$ cat src/rtl/instr_fetch_dispatch_if.sv
// Instruction-fetch / dispatch bus bundle.
//   imem_rd/imem_addr/imem_ack/imem_data : instruction memory read channel
//   dispatch_addr/dispatch_valid/dispatch_ready : microroutine dispatch handshake
// master = fetch/dispatch unit, slave = memory + sequencer side.
interface instr_fetch_dispatch_if #(
  parameter int unsigned ADDR_W = 8,
  parameter int unsigned DATA_W = 8
);
  logic              imem_rd;
  logic [ADDR_W-1:0] imem_addr;
  logic              imem_ack;
  logic [DATA_W-1:0] imem_data;
  logic [5:0]        dispatch_addr;
  logic              dispatch_valid;
  logic              dispatch_ready;

  modport master (
    output imem_rd, imem_addr, dispatch_addr, dispatch_valid,
    input  imem_ack, imem_data, dispatch_ready
  );

  modport slave (
    input  imem_rd, imem_addr, dispatch_addr, dispatch_valid,
    output imem_ack, imem_data, dispatch_ready
  );
endinterface

$ cat src/rtl/instr_fetch_dispatch.sv
// Instruction fetch and dispatch unit, upstream of the microcode sequencer.
// Fetches opcode (and operand byte where needed) from instruction memory,
// maintains the PC, resolves JPNZ on z_flag and hands a 6-bit microroutine
// start address to the sequencer over a valid/ready handshake. The next
// fetch waits for the sequencer's seq_done pulse.
// Ports:
//   clk, rst       clock, synchronous active-high reset
//   start          begin execution at PC=0 (only honoured in IDLE)
//   z_flag         ALU zero flag, sampled while decoding JPNZ
//   seq_done       sequencer finished the current routine (1-cycle pulse)
//   pc_load(_val)  datapath jump, wins over the fetch increment
//   bus            memory read channel + dispatch handshake (master side)
//   operand        last operand byte fetched (LDAC/STAC/JPNZ)
//   pc             program counter
//   halted         HALT executed
//   illegal        1-cycle pulse on an unknown opcode
module instr_fetch_dispatch #(
  parameter int unsigned ADDR_W = 8,
  parameter int unsigned DATA_W = 8
) (
  input  logic                   clk,
  input  logic                   rst,
  input  logic                   start,
  input  logic                   z_flag,
  input  logic                   seq_done,
  input  logic                   pc_load,
  input  logic [ADDR_W-1:0]      pc_load_val,
  instr_fetch_dispatch_if.master bus,
  output logic [DATA_W-1:0]      operand,
  output logic [ADDR_W-1:0]      pc,
  output logic                   halted,
  output logic                   illegal
);

  localparam logic [2:0] IDLE      = 3'd0;
  localparam logic [2:0] FETCH_OP  = 3'd1;
  localparam logic [2:0] DECODE    = 3'd2;
  localparam logic [2:0] FETCH_ARG = 3'd3;
  localparam logic [2:0] DISPATCH  = 3'd4;
  localparam logic [2:0] WAIT_DONE = 3'd5;

  localparam logic [5:0] OP_HALT     = 6'd0;
  localparam logic [5:0] OP_JPNZ     = 6'd52;
  localparam logic [5:0] ADDR_JPNZ_Z = 6'd54;
  localparam logic [5:0] ADDR_NOP    = 6'd56;

  logic [2:0] state;
  logic [5:0] opcode;
  logic [5:0] dispatch_addr_q;
  logic       op_known;
  logic       op_has_arg;

  // Opcodes that are microroutine start addresses in their own right.
  always_comb begin
    op_known   = 1'b0;
    op_has_arg = 1'b0;
    case (opcode) inside
      6'd4, 6'd8, OP_JPNZ: begin
        op_known   = 1'b1;
        op_has_arg = 1'b1;
      end
      6'd12, 6'd14, 6'd16, 6'd18, 6'd21, 6'd24, 6'd27, 6'd30, 6'd33,
      [6'd36:6'd51], 6'd55, 6'd56:
        op_known = 1'b1;
      default: ;
    endcase
  end

  assign bus.imem_rd        = (state == FETCH_OP) || (state == FETCH_ARG);
  assign bus.imem_addr      = pc;
  assign bus.dispatch_valid = (state == DISPATCH);
  assign bus.dispatch_addr  = dispatch_addr_q;

  always_ff @(posedge clk) begin
    if (rst) begin
      state           <= IDLE;
      pc              <= '0;
      operand         <= '0;
      opcode          <= '0;
      dispatch_addr_q <= '0;
      halted          <= 1'b0;
      illegal         <= 1'b0;
    end else begin
      illegal <= 1'b0;
      case (state)
        IDLE: begin
          if (start) begin
            pc     <= '0;
            halted <= 1'b0;
            state  <= FETCH_OP;
          end
        end
        FETCH_OP: begin
          if (bus.imem_ack) begin
            opcode <= bus.imem_data[5:0];
            pc     <= pc + ADDR_W'(1);
            state  <= DECODE;
          end
        end
        DECODE: begin
          if (opcode == OP_HALT) begin
            halted <= 1'b1;
            state  <= IDLE;
          end else if (!op_known) begin
            illegal         <= 1'b1;
            dispatch_addr_q <= ADDR_NOP;
            state           <= DISPATCH;
          end else begin
            dispatch_addr_q <= (opcode == OP_JPNZ && z_flag) ? ADDR_JPNZ_Z : opcode;
            state           <= op_has_arg ? FETCH_ARG : DISPATCH;
          end
        end
        FETCH_ARG: begin
          if (bus.imem_ack) begin
            operand <= bus.imem_data;
            pc      <= pc + ADDR_W'(1);
            state   <= DISPATCH;
          end
        end
        DISPATCH: begin
          if (bus.dispatch_ready) state <= WAIT_DONE;
        end
        WAIT_DONE: begin
          if (seq_done) state <= FETCH_OP;
        end
        default: state <= IDLE;
      endcase

      // Placed after the state case so a jump overrides the fetch increment.
      if (pc_load && state != IDLE) pc <= pc_load_val;
    end
  end

endmodule

$ cat src/flat_wrapper.sv
// flat-port wrapper written by rule: the top's interface ports become plain ports
module instr_fetch_dispatch_flat 
#(
  parameter int unsigned ADDR_W = 8,
  parameter int unsigned DATA_W = 8
)
  (clk, rst, start, z_flag, seq_done, pc_load, pc_load_val, operand, pc, halted, illegal, bus_imem_rd, bus_imem_addr, bus_dispatch_addr, bus_dispatch_valid, bus_imem_ack, bus_imem_data, bus_dispatch_ready);
  instr_fetch_dispatch_if #(.ADDR_W(ADDR_W), .DATA_W(DATA_W)) bus_i ();
  input  logic clk;
  input  logic rst;
  input  logic start;
  input  logic z_flag;
  input  logic seq_done;
  input  logic pc_load;
  input  logic [ADDR_W-1:0] pc_load_val;
  output logic [DATA_W-1:0] operand;
  output logic [ADDR_W-1:0] pc;
  output logic halted;
  output logic illegal;
  output wire logic [$bits(bus_i.imem_rd)-1:0] bus_imem_rd;
  output wire logic [$bits(bus_i.imem_addr)-1:0] bus_imem_addr;
  output wire logic [$bits(bus_i.dispatch_addr)-1:0] bus_dispatch_addr;
  output wire logic [$bits(bus_i.dispatch_valid)-1:0] bus_dispatch_valid;
  input wire logic [$bits(bus_i.imem_ack)-1:0] bus_imem_ack;
  input wire logic [$bits(bus_i.imem_data)-1:0] bus_imem_data;
  input wire logic [$bits(bus_i.dispatch_ready)-1:0] bus_dispatch_ready;
  assign bus_imem_rd = bus_i.imem_rd;
  assign bus_imem_addr = bus_i.imem_addr;
  assign bus_dispatch_addr = bus_i.dispatch_addr;
  assign bus_dispatch_valid = bus_i.dispatch_valid;
  assign bus_i.imem_ack = bus_imem_ack;
  assign bus_i.imem_data = bus_imem_data;
  assign bus_i.dispatch_ready = bus_dispatch_ready;
  instr_fetch_dispatch #(.ADDR_W(ADDR_W), .DATA_W(DATA_W)) u_core (.clk(clk), .rst(rst), .start(start), .z_flag(z_flag), .seq_done(seq_done), .pc_load(pc_load), .pc_load_val(pc_load_val), .bus(bus_i), .operand(operand), .pc(pc), .halted(halted), .illegal(illegal));
endmodule
$ cat config.mk
export PLATFORM = sky130hd
export DESIGN_NAME = instr_fetch_dispatch_flat
export DESIGN_NICKNAME = d
export VERILOG_FILES = /design/src/rtl/instr_fetch_dispatch_if.sv /design/src/rtl/instr_fetch_dispatch.sv /design/src/flat_wrapper.sv
export SDC_FILE = /design/constraint.sdc
export NUM_CORES = 1
export LEC_CHECK = 0
export CORE_ASPECT_RATIO = 1.4
export CORE_MARGIN = 2
export CORE_UTILIZATION = 38
export CTS_CLUSTER_SIZE = 30
export DETAILED_ROUTE_END_ITERATION = 10
export PLACE_DENSITY = 0.71
export RECOVER_POWER = 50
export SLEW_MARGIN = 10
export SYNTH_ARGS = -nofsm -noshare
export SYNTH_HDL_FRONTEND = slang
export SYNTH_SLANG_ARGS = --single-unit
$ cat constraint.sdc
create_clock -name clk -period 1.3 [get_ports clk]
set_clock_uncertainty 0.05 [all_clocks]
set_input_delay 0.325 -clock clk [delete_from_list [all_inputs] [get_ports clk]]
set_output_delay 0.325 -clock clk [all_outputs]
set_load 0.05 [all_outputs]
==> flow_metrics.py, run 1 <==
metrics = {
    "outcome": {
        "outcome": "finished with violations",
        "violations": "setup timing",
    },
    "finish": {
        "num-fill-cells": 273,
        "diodes": 0,
        "layout_commonest_cell": "buf_4",
        "drive_gt1_frac": 0.583,
        "stdcell_area_um2": 3520,
        "layout_common_cells": "buf_4 (44), buf_12 (26), nand2_1 (21)",
        "fin_cells": 395,
        "nets": 359,
        "syn_to_final_growth_pct": 95.8,
        "post-route-util": 0.776,
    },
    "run": {
        "drv_cap": 0,
    },
    "synth": {
        "synth_nets": 253,
        "synth_area_um2": 1800,
        "seq_area_frac_synth": 0.367,
        "synth_cells": 228,
        "synth_seq_cells": 33,
        "postSynthAreaPerCell_um2": 7.89,
        "synth_cell_types": 47,
        "yosysWarnings": 0,
    },
    "placed_design": {
        "dp_hpwl_mm": 4.20,
        "dpl_cell_area_um2": 3140,
        "place_congestion": 0.886,
        "io_buffers": 57,
        "dp.cells": 374,
    },
    "hold_path": {
        "hp-start": "u_core.operand[7]",
        "hold_depth": 2,
        "whs_endpoint": "u_core.operand[7]",
        "hold_path_class": "flip-flop to flip-flop",
    },
    "timing": {
        "setup_violations": 39,
        "fin_setup_tns_ns": -5.18,
        "fmax_mhz": 643,
        "worst_pin_slew_ns": 0.446,
        "hold_viol_final": 0,
        "min_period_ns": 1.56,
        "holdWs_ns": 0.416,
        "fin_crit_sh": 1.20,
        "grt_setup_unrepaired": "true",
        "slew_viol_final": 0,
        "slew_headroom": 0.702,
        "fin_ws_ns": -0.256,
    },
    "setup_path": {
        "critPathCaptureType": "output pin",
        "cp.required_ns": 0.93,
        "r2r_cells": 5,
        "crit_path_start_kind": "flip-flop",
        "worstPathMaxFanout": 5,
        "crit_type": "flip-flop to output pin",
        "arrival_ns": 1.18,
        "timing.rr.end": "u_core.state[2]",
        "regToRegSetupSlack_ns": -0.23,
        "r2r-start": "u_core.opcode[3]",
    },
    "global_routing": {
        "grt_pass1_vias": 2282,
        "grt_overflow": 0,
        "grt_max_degree": 19,
        "track_usage": 0.237,
        "antenna_found_initial": 0,
        "grt_pass1_wl_mm": 10.1,
    },
    "clock_network": {
        "cts.path.max_buffers": 2,
        "clk_pin_slew_ns": 0.07,
        "cts_made_buffers": 5,
        "cts.sinks": 33,
        "cts_hold_buf": 0,
        "clk_latency_ns": 0.29,
        "cts-root-buf": "clkbuf_8",
        "cts_tree": "yes",
        "h-tree-depth": 2,
    },
    "floorplanning": {
        "die-area_um2": 5310,
        "start_util": 0.396,
        "die_x_um": 62.1,
        "core_area_um2": 4540,
        "fp-row-count": 29,
        "die_y_um": 85.4,
        "num_io_pins": 58,
    },
    "detailed_routing": {
        "dr.pass1.iters": 4,
        "post_drt_via_cell_ratio": 5.48,
        "drc_errors": 0,
        "avgRoutedWirePerCell_um": 16.4,
        "wirelength_mm": 6.48,
        "postRouteAntennaNets": 0,
        "drtIter0Drc": 109,
        "vias": 2166,
    },
    "power_and_ir_drop": {
        "ir_drop_uv": 766,
        "p_leak_nw": 1.35,
        "powerDensity_nw_per_um2": 875,
    },
}
-- worst max path at each step --
stage	startpoint	to	slack [ns]	cells after the start
finish	u_core.state[2]	bus_imem_rd	-0.26	4
global route	u_core.state[0]	u_core.bus.imem_addr[5]	-0.30	6
CTS	u_core.opcode[3]	u_core.state[2]	-0.23	5
detailed placement	pc_load	u_core.bus.imem_addr[4]	-0.57	6
global placement	start	u_core.bus.imem_addr[7]	-0.51	6
floorplan	u_core.bus.imem_addr[1]	u_core.bus.imem_addr[6]	-0.17	6
-- flip-flops by register name, summed over array words and instances (netlist names) --
name	count
u_core.bus.imem_addr	8
u_core.operand	8
u_core.bus.dispatch_addr	6
u_core.opcode	6
u_core.state	3
u_core.halted	1
u_core.illegal	1
-- metrics by stage --
stage,total power [mW],setup WS (ns)
2_1_floorplan,1.68,-0.165
3_3_place_gp,2.14,-0.509
3_5_place_dp,2.16,-0.568
4_1_cts,2.99,-0.230
5_1_grt,3.20,-0.295
6_report,3.08,-0.256
-- repair_timing --
| item | 4_1_cts | 5_1_grt |
|---|---|---|
| buffers inserted | 13 | 3 |
| gates resized for setup | 52 | 40 |
| endpoints found under the hold margin | 0 | 0 |
| setup endpoints to repair | 42 | 49 |
| pin swaps | 22 | 25 |
-- layout make-up --
type                       instances  area [µm²]  share of cell area
clock inverter                     1        5.00             0.00142
multi-input combinational        165        1280               0.363
clock buffer                       5        68.8              0.0196
timing repair buffer             123        1360               0.387
sequential                        33         706               0.200
inverter                           6        22.5             0.00640
tap                               62        77.6              0.0220
-- synth_stat cells, drive strengths merged --
cell | n | share of area
a41o | 1 | 0.0056
o221ai | 1 | 0.0083
a31oi | 6 | 0.021
and4b | 1 | 0.0056
nor2b | 3 | 0.015
nor2 | 22 | 0.047
o31ai | 1 | 0.0070
clkbuf | 5 | 0.010
nand3b | 1 | 0.0042
inv | 6 | 0.013
or2b | 1 | 0.0042
o31a | 1 | 0.0049
nor4 | 3 | 0.010
nand3 | 5 | 0.014
o21ai | 10 | 0.028
and3 | 2 | 0.0070
ha | 1 | 0.0070
nand4 | 2 | 0.0070
dfxtp | 33 | 0.37
nand2b | 1 | 0.0035
nand2 | 35 | 0.073
a22oi | 4 | 0.017
a31o | 1 | 0.0049
a32o | 3 | 0.017
a21oi | 28 | 0.082
o311ai | 1 | 0.015
xor2 | 3 | 0.015
a221oi | 3 | 0.015
a211oi | 5 | 0.029
or2 | 2 | 0.0070
or4 | 1 | 0.0042
buf | 19 | 0.072
o22a | 1 | 0.0056
nor3 | 12 | 0.036
o22ai | 2 | 0.010
nor3b | 2 | 0.0083
-- power by group --
| group | switching (mW) | internal [mW] |
|---|---|---|
| Combinational | 0.606 | 0.629 |
| Sequential | 0.0716 | 1.05 |
| Clock | 0.370 | 0.352 |
-- worst max-delay path: stages (launching register included) --
cell     delay (ns)
dfxtp_4        0.37
buf_6          0.13
nor2b_4        0.14
buf_6          0.12
buf_12         0.12
-- routing by layer --
layer / up-vias / global-route usage / share of wire
li1: 1018 / - / -
met1: 1053 / 0.241 / 0.37
met2: 74 / 0.457 / 0.56
met3: 21 / 0.0504 / 0.040
met4: 0 / 0.115 / 0.035
met5: - / 0 / 0
-- kinds of logic after synthesis --
| kind of cell | Yosys count | share of synthesized area |
|---|---|---|
| buffers and inverters | 30 | 0.0953 |
| AND/OR/NAND/NOR | 93 | 0.246 |
| AO/OA/AOI/OAI | 68 | 0.269 |
| XOR/XNOR | 3 | 0.0146 |
| flip-flops | 33 | 0.367 |
| adder cells (fa/ha/maj) | 1 | 0.00696 |
(Power assumes the default switching activity.)
==> run 2: changes to the inputs <==
--- a/config.mk
+++ b/config.mk
@@ -7,12 +7,13 @@
 export LEC_CHECK = 0
 export CORE_ASPECT_RATIO = 1.4
 export CORE_MARGIN = 2
-export CORE_UTILIZATION = 38
+export CORE_UTILIZATION = 35
 export CTS_CLUSTER_SIZE = 30
 export DETAILED_ROUTE_END_ITERATION = 10
-export PLACE_DENSITY = 0.71
+export PLACE_DENSITY = 0.66
 export RECOVER_POWER = 50
-export SLEW_MARGIN = 10
+export SLEW_MARGIN = 20
 export SYNTH_ARGS = -nofsm -noshare
 export SYNTH_HDL_FRONTEND = slang
 export SYNTH_SLANG_ARGS = --single-unit
+export TNS_END_PERCENT = 5
==> run 2 against run 1 <==
Against the previous run: the run still ends with setup timing left; cell count up 1.8%; total power up 3.8%; cell area down 3.0%; via count down 2.5%; setup slack worse by 0.087 ns; sequential power about the same; routed wire length down 4.1%; critical path type is now flip-flop to flip-flop.
==> flow_metrics.py, run 2 (same netlist as run 1, synthesis figures left out) <==
metrics = {
    "power_and_ir_drop": {
        "finalPower_mw": 3.20,
        "ir_drop_uv": 770,
        "powerDensity_nw_per_um2": 937,
        "p_clk_frac": 0.294,
        "p_leak_nw": 1.37,
        "p_comb_frac": 0.357,
        "intPower_mw": 2.18,
        "switching_power_mw": 1.02,
        "pwr-share-seq": 0.349,
        "switching_share": 0.319,
    },
    "timing": {
        "fin_ws_ns": -0.342,
        "slew_headroom": 0.691,
        "setup_violations": 36,
        "hold_viol_final": 0,
        "grt_setup_unrepaired": "true",
        "fmax_mhz": 609,
        "worst_pin_slew_ns": 0.463,
        "holdWs_ns": 0.406,
        "fin_crit_sh": 1.26,
        "min_period_ns": 1.64,
        "slew_viol_final": 0,
    },
    "placed_design": {
        "dpl_cell_area_um2": 3100,
        "io_buffers": 57,
        "dp.cells": 378,
        "place_congestion": 0.879,
        "dp_hpwl_mm": 4.15,
    },
    "run": {
        "drv_cap": 0,
    },
    "setup_path": {
        "crit_path_start_kind": "flip-flop",
        "cp_common_cell": "buf_4",
        "crit_family": "compound AO/OA/AOI/OAI gates",
        "cp_cell_sequence": "buf_4 > o31a_1 > buf_4 > a211oi_1 > nor3_1",
        "cp.required_ns": 1.42,
        "critPathCaptureType": "flip-flop",
        "crit_slowest_cell": "o31a_1",
        "crit_type": "flip-flop to flip-flop",
        "worstPathMaxFanout": 4,
        "arrival_ns": 1.76,
        "crit_buf_inv": 2,
        "crit_start": "u_core.state[2]",
        "cpPeakStageDelay_ns": 0.37,
        "r2r-start": "u_core.state[2]",
    },
    "clock_network": {
        "clk_pin_slew_ns": 0.07,
        "clk_latency_ns": 0.29,
        "cts.path.max_buffers": 2,
        "cts-root-buf": "clkbuf_8",
        "cts_hold_buf": 0,
        "cts_made_buffers": 5,
        "cts.sinks": 33,
        "h-tree-depth": 2,
        "cts_tree": "yes",
    },
    "floorplanning": {
        "die_x_um": 64.6,
        "core_area_um2": 4920,
        "die_y_um": 88.8,
        "die-area_um2": 5730,
        "start_util": 0.366,
        "fp-row-count": 30,
        "num_io_pins": 58,
    },
    "finish": {
        "num-fill-cells": 344,
        "multi_input_area_um2": 1140,
        "seqCellArea_um2": 708,
        "layout_commonest_cell": "buf_4",
        "drive_gt1_frac": 0.491,
        "diodes": 0,
        "nets": 362,
        "fin_cells": 402,
        "layout_common_cells": "buf_4 (55), nand2_1 (33), buf_12 (24)",
        "stdcell_area_um2": 3420,
        "post-route-util": 0.695,
        "syn_to_final_growth_pct": 90.0,
    },
    "hold_path": {
        "hold_path_class": "flip-flop to flip-flop",
        "hp-start": "u_core.operand[6]",
    },
    "global_routing": {
        "grt_max_degree": 14,
        "grt_pass1_vias": 1997,
        "grt_pass1_wl_mm": 8.89,
        "track_usage": 0.201,
        "grt_overflow": 0,
        "antenna_found_initial": 0,
    },
    "detailed_routing": {
        "drtIter0Drc": 75,
        "postRouteAntennaNets": 0,
        "avgRoutedWirePerCell_um": 15.5,
        "post_drt_via_cell_ratio": 5.25,
        "vias": 2111,
        "dr.pass1.iters": 4,
        "wirelength_mm": 6.21,
        "drc_errors": 0,
    },
    "outcome": {
        "violations": "setup timing",
        "outcome": "finished with violations",
    },
}
## run 2: cell types whose count changed in the layout (fill, tap and decap cells not counted), sizes merged
cell / change
clkbuf: +6
clkdlybuf4s50: +1
clkinv: -1
dlygate4sd2: -3
dlymetal6s2s: +2
## run 2: per-stage QoR
stage,worst slack (ns),TNS (ns)
floorplan,-0.175,-4.18
global placement,-0.491,-9.80
finish,-0.342,-4.67
CTS,-0.246,-4.01
global route,-0.405,-7.13
detailed placement,-0.541,-10.41
## run 2: per-layer routing
metal	wire length [µm]	vias up	part of all wire	track usage
met3	275	17	0.044	0.0394
met4	177	0	0.028	0.104
li1	-	1034	-	-
met1	2310	1000	0.37	0.206
met5	0	-	0	0
met2	3440	60	0.55	0.384
## run 2: path summary, 6_finish.rpt
| check | to | slack (ns) | cells past startpoint |
|---|---|---|---|
| hold reg to reg | u_core.operand[6] | 0.41 | 2 |
| hold / removal | u_core.operand[6] | 0.41 | 2 |
| setup / recovery | u_core.bus.imem_addr[0] | -0.34 | 5 |
| setup reg to reg | u_core.bus.imem_addr[0] | -0.34 | 5 |
## run 2: worst min-delay path, delay by kind of cell, from the launching register on
kind / cells / cell delay [ns]
compound gates: 1 / 0.05
flops: 1 / 0.31
simple gates: 1 / 0.05
## run 2: area by class of cell
type,count,area share
Inverter,6,0.00659
Sequential cell,33,0.207
Clock buffer,8,0.0326
Timing Repair Buffer,126,0.396
Tap cell,64,0.0234
Multi-Input combinational cell,165,0.334
## run 2: timing repair
action | 4_1_cts | 5_1_grt
endpoints found under the setup margin | 50 | 46
resized for setup | 43 | 23
pin swaps | 7 | 12
cloned | 0 | 0
hold endpoints to repair | 0 | 0
setup buffers | 6 | 10
## run 2: power by group through the flow
| stage | Combinational, mW | Clock, mW | Sequential (mW) |
|---|---|---|---|
| finish | 1.14 | 0.941 | 1.12 |
| global route | 1.20 | 0.991 | 1.12 |
| CTS | 1.04 | 0.950 | 1.12 |
| detailed placement | 0.970 | 0 | 1.15 |
| global placement | 0.960 | 0 | 1.14 |
| floorplan | 0.424 | 0 | 1.21 |
==> run 3: changes to the inputs <==
--- a/config.mk
+++ b/config.mk
@@ -7,10 +7,10 @@
 export LEC_CHECK = 0
 export CORE_ASPECT_RATIO = 1.4
 export CORE_MARGIN = 2
-export CORE_UTILIZATION = 35
+export CORE_UTILIZATION = 38
 export CTS_CLUSTER_SIZE = 30
 export DETAILED_ROUTE_END_ITERATION = 10
-export PLACE_DENSITY = 0.66
+export PLACE_DENSITY = 0.71
 export RECOVER_POWER = 50
 export SLEW_MARGIN = 20
 export SYNTH_ARGS = -nofsm -noshare
==> run 3 against run 2 <==
Against the previous run: the flow still finishes with violations (setup timing); critical path depth is the same; sequential power is essentially flat; die area down 7.5%; sequential share of layout area rose by 0.30 points; routed wire length grew 4.9%; flip-flop and latch count unchanged; largest power group unchanged.
==> flow_metrics.py, run 3 (same netlist as run 1, synthesis figures left out) <==
metrics = {
    "setup_path": {
        "r2r_cells": 5,
        "crit_path_start_kind": "flip-flop",
        "crit_slowest_cell": "or4_1",
        "worstPathMaxFanout": 8,
        "cp_cell_sequence": "and4b_1 > a21oi_1 > or4_1 > a31oi_1 > nor2_1",
        "r2r-start": "u_core.opcode[3]",
        "cp.required_ns": 1.42,
        "critPathCaptureType": "flip-flop",
        "crit_type": "flip-flop to flip-flop",
        "regToRegSetupSlack_ns": -0.34,
        "timing.rr.end": "u_core.state[2]",
        "arrival_ns": 1.76,
        "cpPeakStageDelay_ns": 0.46,
    },
    "finish": {
        "syn_to_final_growth_pct": 88.6,
        "diodes": 0,
        "stdcell_area_um2": 3390,
        "fin_cells": 392,
        "layout_commonest_cell": "buf_4",
        "drive_gt1_frac": 0.485,
        "layout_common_cells": "buf_4 (41), nand2_1 (34), buf_12 (25)",
        "nets": 354,
    },
    "hold_path": {
        "hold_depth": 2,
        "whs_endpoint": "u_core.operand[6]",
        "hold_path_class": "flip-flop to flip-flop",
        "hp-start": "u_core.operand[6]",
    },
    "power_and_ir_drop": {
        "finalPower_mw": 3.18,
        "ir_drop_uv": 860,
        "powerDensity_nw_per_um2": 937,
        "p_leak_nw": 1.34,
    },
    "floorplanning": {
        "core_area_um2": 4540,
        "start_util": 0.396,
        "die_x_um": 62.1,
        "die_y_um": 85.4,
        "die-area_um2": 5310,
        "num_io_pins": 58,
        "fp-row-count": 29,
    },
    "placed_design": {
        "io_buffers": 57,
        "dp_hpwl_mm": 4.10,
        "place_congestion": 0.878,
        "dpl_cell_area_um2": 3100,
        "dp.cells": 374,
    },
    "run": {
        "drv_cap": 0,
    },
    "clock_network": {
        "cts.sinks": 33,
        "cts_made_buffers": 5,
        "cts-root-buf": "clkbuf_8",
        "cts_hold_buf": 0,
        "cts_tree": "yes",
        "clk_pin_slew_ns": 0.07,
        "h-tree-depth": 2,
        "clk_latency_ns": 0.28,
        "cts.path.max_buffers": 2,
    },
    "timing": {
        "grt_setup_unrepaired": "true",
        "hold_viol_final": 0,
        "worst_pin_slew_ns": 0.452,
        "slew_headroom": 0.696,
        "fin_crit_sh": 1.26,
        "slew_viol_final": 0,
        "min_period_ns": 1.64,
        "setup_violations": 36,
        "fmax_mhz": 611,
        "fin_ws_ns": -0.338,
    },
    "global_routing": {
        "track_usage": 0.224,
        "grt_pass1_wl_mm": 9.55,
        "grt_max_degree": 20,
        "grt_overflow": 0,
        "grt_pass1_vias": 2101,
        "antenna_found_initial": 0,
    },
    "detailed_routing": {
        "wirelength_mm": 6.52,
        "postRouteAntennaNets": 0,
        "drc_errors": 0,
        "vias": 2164,
        "dr.pass1.iters": 4,
        "avgRoutedWirePerCell_um": 16.6,
        "post_drt_via_cell_ratio": 5.52,
        "drtIter0Drc": 97,
    },
    "outcome": {
        "outcome": "finished with violations",
        "violations": "setup timing",
    },
}
run 3: area by class of cell:
type,count,area [µm²]
clock buffer,8,111
fill,299,1140
inverter,6,22.5
multi-input combinational,165,1140
sequential,33,713
tap,62,77.6
timing repair buffer,118,1320
run 3: worst max path at each step:
| stage | startpoint | end | slack (ns) | depth (start not counted) |
|---|---|---|---|---|
| floorplan | u_core.bus.imem_addr[1] | u_core.bus.imem_addr[6] | -0.17 | 6 |
| global placement | pc_load | u_core.bus.imem_addr[3] | -0.49 | 7 |
| detailed placement | pc_load | u_core.bus.imem_addr[3] | -0.56 | 7 |
| CTS | u_core.state[1] | bus_dispatch_valid | -0.22 | 4 |
| global route | u_core.opcode[3] | u_core.state[2] | -0.38 | 5 |
| finish | u_core.opcode[3] | u_core.state[2] | -0.34 | 5 |
run 3: critical path: cells and delay by family, from the launching register on:
kind	cells	cell delay (ns)
simple gates	3	0.82
flops	1	0.37
compound gates	2	0.28
run 3: timing repair:
| item | CTS | global route |
|---|---|---|
| pin swaps | 5 | 12 |
| buffers inserted | 5 | 5 |
| setup endpoints to repair | 42 | 49 |
| gates resized for setup | 46 | 32 |
| gates cloned | 0 | 0 |
run 3: report_power, final:
group	internal (mW)	leakage, nW	switching, mW
logic	0.564	1.01	0.567
clock network	0.548	0.0566	0.382
registers	1.05	0.278	0.0694
run 3: through the flow:
stage	TNS, ns	setup slack (ns)	hold slack [ns]	util
finish	-5.17	-0.338	0.409	0.748
global route	-7.22	-0.380	0.428	0.748
CTS	-4.29	-0.222	0.449	0.745
detailed placement	-11.10	-0.564	0.438	0.682
global placement	-10.09	-0.495	0.430	0.682
floorplan	-4.18	-0.175	0.408	-
run 3: per-layer routing:
metal | global-route usage | vias to the layer above | part of all wire
met5 | 0 | - | 0
met4 | 0.0970 | 0 | 0.043
met3 | 0.0438 | 25 | 0.059
met2 | 0.427 | 100 | 0.53
met1 | 0.237 | 1029 | 0.37
li1 | - | 1010 | -
